File: src/rtl/mem_arbiter.sv
// Two-requester (icache/dcache) arbiter in front of a single memory4c port.
// Build option: define MEM_ARB_RR_EN for round-robin contention resolution (default: icache priority).
module mem_arbiter (
  input  logic        clk,
  input  logic        rst,
  input  logic        i_ren,
  input  logic        i_wen,
  input  logic [15:0] i_addr,
  input  logic [15:0] i_wdata,
  output logic        i_grant,
  output logic        i_valid,
  output logic [15:0] i_rdata,
  input  logic        d_ren,
  input  logic        d_wen,
  input  logic [15:0] d_addr,
  input  logic [15:0] d_wdata,
  output logic        d_grant,
  output logic        d_valid,
  output logic [15:0] d_rdata,
  output logic        mem_ren,
  output logic        mem_wen,
  output logic [15:0] mem_addr,
  output logic [15:0] mem_wdata,
  input  logic [15:0] mem_rdata,
  input  logic        mem_data_valid,
  output logic        err
);
  localparam logic [1:0] IDLE  = 2'd0;
  localparam logic [1:0] I_OWN = 2'd1;
  localparam logic [1:0] D_OWN = 2'd2;
  localparam logic [1:0] DRAIN = 2'd3;
  localparam logic OWNER_I = 1'b1;
  localparam logic OWNER_D = 1'b0;

  logic [1:0] state_q, state_d;
  logic       last_q, last_d;
  logic [2:0] cnt_q, cnt_d;
  logic       err_q, err_d;
  logic       i_req, d_req, pick_i;
  logic       cnt_inc, cnt_dec;

  assign i_req = i_ren | i_wen;
  assign d_req = d_ren | d_wen;

`ifdef MEM_ARB_RR_EN
  assign pick_i = i_req & (~d_req | (last_q == OWNER_D));
`else
  assign pick_i = i_req;
`endif

  assign i_grant = (state_q == I_OWN);
  assign d_grant = (state_q == D_OWN);

  // A write wins over a simultaneous read from the same owner.
  always_comb begin
    mem_ren   = 1'b0;
    mem_wen   = 1'b0;
    mem_addr  = 16'h0000;
    mem_wdata = 16'h0000;
    if (state_q == I_OWN) begin
      mem_wen   = i_wen;
      mem_ren   = i_ren & ~i_wen;
      mem_addr  = i_addr;
      mem_wdata = i_wdata;
    end else if (state_q == D_OWN) begin
      mem_wen   = d_wen;
      mem_ren   = d_ren & ~d_wen;
      mem_addr  = d_addr;
      mem_wdata = d_wdata;
    end
  end

  assign cnt_inc = mem_ren & ~mem_wen;
  assign cnt_dec = mem_data_valid;

  always_comb begin
    cnt_d = cnt_q;
    err_d = err_q | (mem_data_valid & (state_q == IDLE));
    if (cnt_inc && !cnt_dec) begin
      if (cnt_q == 3'd7) err_d = 1'b1;
      else               cnt_d = cnt_q + 3'd1;
    end else if (cnt_dec && !cnt_inc) begin
      if (cnt_q == 3'd0) err_d = 1'b1;
      else               cnt_d = cnt_q - 3'd1;
    end
  end

  always_comb begin
    state_d = state_q;
    last_d  = last_q;
    case (state_q)
      IDLE: begin
        if (pick_i) begin
          state_d = I_OWN;
          last_d  = OWNER_I;
        end else if (d_req) begin
          state_d = D_OWN;
          last_d  = OWNER_D;
        end
      end
      I_OWN:   if (!i_req) state_d = (cnt_d == 3'd0) ? IDLE : DRAIN;
      D_OWN:   if (!d_req) state_d = (cnt_d == 3'd0) ? IDLE : DRAIN;
      default: if (cnt_d == 3'd0) state_d = IDLE;
    endcase
  end

  always_ff @(posedge clk or posedge rst) begin
    if (rst) begin
      state_q <= IDLE;
      last_q  <= OWNER_D;
      cnt_q   <= 3'd0;
      err_q   <= 1'b0;
    end else begin
      state_q <= state_d;
      last_q  <= last_d;
      cnt_q   <= cnt_d;
      err_q   <= err_d;
    end
  end

  // Returning data follows the current owner, or the previous owner while draining.
  assign i_valid = mem_data_valid &
                   ((state_q == I_OWN) | ((state_q == DRAIN) & (last_q == OWNER_I)));
  assign d_valid = mem_data_valid &
                   ((state_q == D_OWN) | ((state_q == DRAIN) & (last_q == OWNER_D)));
  assign i_rdata = i_valid ? mem_rdata : 16'h0000;
  assign d_rdata = d_valid ? mem_rdata : 16'h0000;
  assign err     = err_q;
endmodule

File: config.mk
export PLATFORM = sky130hd
export DESIGN_NAME = mem_arbiter
export DESIGN_NICKNAME = d
export VERILOG_FILES = /design/src/rtl/mem_arbiter.sv
export SDC_FILE = /design/constraint.sdc
export NUM_CORES = 1
export LEC_CHECK = 0
export CAP_MARGIN = 20
export CORE_UTILIZATION = 28
export DETAILED_ROUTE_END_ITERATION = 12
export PLACE_DENSITY_LB_ADDON = 0.3
export SKIP_CTS_REPAIR_TIMING = 1
export SLEW_MARGIN = 10
export SYNTH_ARGS = -nofsm -noshare
export SYNTH_HDL_FRONTEND = slang
export SYNTH_SLANG_ARGS = --single-unit
File: constraint.sdc
create_clock -name clk -period 4.7 [get_ports clk]
set_input_delay 0.47 -clock clk [delete_from_list [all_inputs] [get_ports clk]]
set_output_delay 0.47 -clock clk [all_outputs]
set_load 0.02 [all_outputs]
[Word-level counts from Yosys, hierarchy flattened]
Index checks and enable logic that the tools add are counted.
Word-level totals
  bits of input ports: 87
  logic and storage cells: 68
  register bits after elaboration: 7
Operators by class
  add/sub/neg operators: 2
  muxes and demuxes: 27
  reduce and logical (&&, ||, !) cells: 11
  bitwise gates (word level): 17
  eq/ne operators: 7
Operator list (count)
  16-bit two-way mux: 6
  2-bit two-way mux: 6
  3-bit two-way mux: 4
  1-bit two-way mux: 10
  1-bit AND: 8
  3-bit zero test: 2
  2-bit one-hot mux with 3 select lines: 1
  1-bit OR: 5
  2-bit equality test (second input constant): 2
  2-bit inequality test (second input constant): 2
  1-bit inverter: 4
  4-bit AND reduction: 1
  4-bit nonzero test: 1
  3-bit by 1-bit adder with 3-bit output (second input constant): 1
  3-bit equality test (second input constant): 1
  3-bit inequality test (second input constant): 1
  3-bit by 1-bit subtractor with 3-bit output (second input constant): 1
  2-bit by 1-bit equality test with 1-bit output (second input constant): 1
  1-bit logical AND: 2
  1-bit zero test: 2
  2-bit zero test: 1
  2-bit AND reduction: 1
  2-bit nonzero test: 1

[Depth between registers and ports, before layout]
  word-level depth: 13
  mapped depth: 10
  gate-level depth less buffers: 10

[Worst setup path before layout]
No wires, ideal clock.
  path type: reg-to-output
  start: reg state_q[1]
  end: out i_rdata[10]
  data arrival time: 2.025 ns
  stages on the path, launching flop included: 8
  path slack: 2.205 ns
  path buffers: 2
  cells stage by stage: dfrtp_1 > inv_1 > ha_1 > clkbuf_1 > a21oi_1 > nor2_1 > clkbuf_1 > and2_1
RTL lines
  start: declaration: RTL line 35  | logic [1:0] state_q, state_d;
  start signal: assignment: RTL line 114  | state_q <= state_d;
  2-bit by 1-bit equality test with 1-bit output
  named net i_grant: RTL line 10  | output logic i_grant,
  1-bit OR: RTL line 123  | ((state_q == I_OWN) | ((state_q == DRAIN) & (last_q == OWNER_I)));
  1-bit AND: RTL line 122  | assign i_valid = mem_data_valid &
  named net i_valid: RTL line 11  | output logic i_valid,
  16-bit two-way mux: RTL line 126  | assign i_rdata = i_valid ? mem_rdata : 16'h0000;
  end: declaration: RTL line 12  | output logic [15:0] i_rdata,
The timed path passes the listed nets, and every way through them passes these cells.

[Final worst setup path]
  start: reg state_q[1]
  end: out i_rdata[7]
Between the ends
  longest elaborated chain between the ends: 5
Ends and longest elaborated chain (RTL line)
  2-bit equality test: 123
  1-bit AND: 123
  1-bit OR *: 123
  1-bit AND *: 122
  16-bit two-way mux *: 126
Every way passes the cells marked *; elsewhere a longest branch is shown, timed or not.

==> run summary <==
In this run the tightest slew margin relative to its limit is between 40% and 50%. The top achievable clock speed came out at roughly 0.29 GHz. The routed layout has approximately 1,700 vias. The H-tree depth is 1. The deepest clock path buffer count came out at 2. The clock skew after layout came out at between 0.0009 and 0.001 ns. The total count of hold-check failures in the final report is 0. Across the run, the number of max-cap violations was 0. The data arrival at the endpoint of the critical path is just under 3 ns.

Detailed placement ended at an HPWL of 4.71 mm. The critical path goes through inv_1 -> ha_1 -> a21oi_1 -> nor2_1 -> and2_1 -> clkdlybuf4s50_1. The fraction of final layout cells sized beyond drive strength 1 is 4.53%.

By area the synthesized netlist is led by sky130_fd_sc_hd__a22o_1 (23%), sky130_fd_sc_hd__and2_1 (16%), sky130_fd_sc_hd__dfrtp_1 (14%), sky130_fd_sc_hd__ha_1 (9.2%), sky130_fd_sc_hd__inv_1 (3.7%). The number of pins with negative max-slew slack in the final report came out at 0. The library cells used most frequently in the layout, excluding fill and tap cells, are sky130_fd_sc_hd__clkdlybuf4s50_1 (157), sky130_fd_sc_hd__and2_1 (32), sky130_fd_sc_hd__a22o_1 (32). TritonCTS built the clock tree.

The flow ran to the end, and the final reports show no timing, DRC or antenna violations. The final layout contains ~410 nets. The critical path's largest stage delay came out at 0.63 ns. Among all stages on the critical path, the largest delay is contributed by sky130_fd_sc_hd__clkdlybuf4s50_1.

The clock latency on the worst-skew pair is about 0.23 ns. The total iterations of the first detailed-routing run came out at 4. On the critical path the largest part of the delay comes from simple AND/OR/NAND/NOR gates. In this run the vertical extent of the chip is around 68 um. The required time of the worst setup path came out at 4.23 ns. In the final routed layout, each cell accounts on average for roughly 16 um. The post-detailed-route DRC marker count came out at 0. The TritonCTS buffer count is 3. The initialized floorplan defines 23 standard-cell rows. The global-route wire length before repair is ~7.7 mm.

Yosys mapped the design onto 31 distinct sky130hd cell types. At the end of routability-driven placement, the weighted congestion stood at 0.803. Compared with the post-synthesis result, the final layout area differs by 135%.

The buffer and inverter count on the worst path is 2. The number of global-route vias before repair is 1,540. The number of setup violations in the final report came out at 0. Wires add up to between 5 and 6 mm. STA classifies the critical path endpoint as an output pin.

The placed standard-cell area came out at about 2800 um2. The die boundary width came out at 68.1 um. Summed over all instances, the cell type with the most area after synthesis is sky130_fd_sc_hd__a22o_1. The final instance area came out at 2880 um2.

The effective utilization at floorplan is 29.9%. Summed over all failing endpoints, the final setup total negative slack is 0 ns. The maximum vdd drop came out at around 0.00032 V. The critical path in this run is classified as reg2out.

The cell count after synthesis came out at approximately 160. The all-layer global routing usage is a little over a fifth. The number of antenna violations at the first check in global routing is 0.

The total core area came out at a little over 4000 um2. The average size of a mapped cell is between 7 and 8 um2. The sequential cell area fraction in the yosys report is approximately 14%. The power density of the placed cells is 519 nW/um2. The most frequent standard cell in the layout excluding fill and tap cells is sky130_fd_sc_hd__clkdlybuf4s50_1. The static power due to leakage came out at 1.19 nW.

The number of filler cells placed in the layout is about 370. For the pin with the worst max-slew slack, the measured transition is 0.773 ns. The post-route minimum period is approximately 3.4 ns. The multi-input combinational cells in the finished layout cover a total of between 900 and 1000 um2.

After detailed routing, the number of vias per cell comes to 4.87. The overflow left after global routing is 0. The path class of the tightest hold or removal check is in2async. The clock tree root driver cell is sky130_fd_sc_hd__clkbuf_8. The number of violations reported at the end of detailed-routing iteration 0 is between 90 and 100. The overall power came out at 1.49 mW.

The synthesized cell area is around 1200 um2. The worst setup path is launched from a register. The number of flip-flops and latches in the synthesized netlist is 7. During synthesis, Yosys emitted a total of 0 warnings. The maximum fanout along the worst path is 21. The repair_antennas step left the layout with diodes totalling 0. Setup repair after global routing left no endpoint under its margin. The post-synthesis net count came out at between 200 and 300. The sequential cell area is between 150 and 200 um2.

The die covers 4630 um2. The maximum number of pins on one net before global-route repair is 33. The number of buffers added on ports came out at ~160. The number of nets with antenna violations after detailed routing is 0.

The I/O pin count came out at between 150 and 200. The clock-pin transition on the worst setup and hold timing paths came out at ~0.040 ns. In the finished design, the share of the clock period the worst path needs comes to between 70% and 80%. The number of sinks handled by clock tree synthesis is 7.

After synthesis, the largest area contributor takes up 22.9% of total cell area.
[cells in the mapped netlist (all sizes together)]
library cell and count:
a22o 32, and2 32, inv 12, clkbuf 11
nand2 10, ha 9, o21ai 9, dfrtp 7
nor2 6, a21oi 5, nand2b 3, nor3 3
o311ai 3, o221ai 2, a221o 1, a31o 1
and3b 1, and4bb 1, nand3b 1, nand4bb 1
nor2b 1, nor4 1, o211a 1, o211ai 1
o21bai 1, o22ai 1, xnor2 1
[flip-flops by register name (all words and copies together) (netlist names)]
name / cells
cnt_q: 3
err: 1
last_q: 1
state_q: 2
[power by group]
group	internal (mW)	switching [mW]
Clock	0.0587	0.0266
Sequential	0.0886	0.0267
Combinational	0.632	0.662
Total	0.779	0.715
[cell type report]
class	count	area share, %
multi-input cells	127	33.5
repair buffers	159	55.1
well taps	50	2.17
flip-flops and latches	7	6.09
inverters	12	1.57
clock buffers	4	1.57
[through the flow]
| stage | worst slack [ns] | std cells | utilization, % | hold slack [ns] |
|---|---|---|---|---|
| 6_report | 1.30 | 359 | 70.4 | 0.476 |
| 4_1_cts | 1.25 | 359 | 70.4 | 0.481 |
| 3_5_place_dp | 1.47 | 355 | 69.3 | 0.470 |
| 3_3_place_gp | 1.55 | 355 | 69.3 | 0.499 |
| 5_1_grt | 1.02 | 359 | 70.4 | 0.516 |
| 2_1_floorplan | 2.20 | 157 | - | 0.273 |
[routing by layer]
layer	global-route usage, %	up-vias	routed length, um
met2	37.4	74	2830
met5	0	-	0
met1	28.2	799	2340
li1	-	875	-
met3	4.33	0	448
met4	2.86	0	0
[logic make-up (layout without fill, tap and decap cells)]
group           count (synthesis)  in the layout  share of synthesized area (%)
compound gates                 57             57                           38.2
xor+xnor                        1              1                           1.33
fa+ha+maj                       9              9                           9.21
buf+inv                        23            175                           7.06
flops                           7              7                           14.3
simple gates                   60             60                           29.9
[worst register-to-register path: cells and delay by family, from the launching register on]
family,cells,cell delay [ns]
adder cells (fa/ha/maj),1,0.61
buffers and inverters,1,0.09
AND/OR/NAND/NOR,2,0.53
AO/OA/AOI/OAI,4,0.80
flip-flops,1,0.42
[worst paths after layout]
path | start | slack [ns] | cells after the start | end
worst max-delay path | state_q[1]$_DFFE_PP0P_ | 1.30 | 6 | i_rdata[7]
worst max register to register | state_q[1]$_DFFE_PP0P_ | 2.12 | 8 | state_q[0]$_DFFE_PP0P_
max in group asynchronous | rst | 4.01 | 2 | cnt_q[0]$_DFF_PP0_
worst min-delay path | rst | 0.48 | 2 | err$_DFF_PP0_
min in group clk | err$_DFF_PP0_ | 0.49 | 1 | err$_DFF_PP0_
worst min register to register | err$_DFF_PP0_ | 0.49 | 1 | err$_DFF_PP0_
Power figures use the tool's default switching activity.
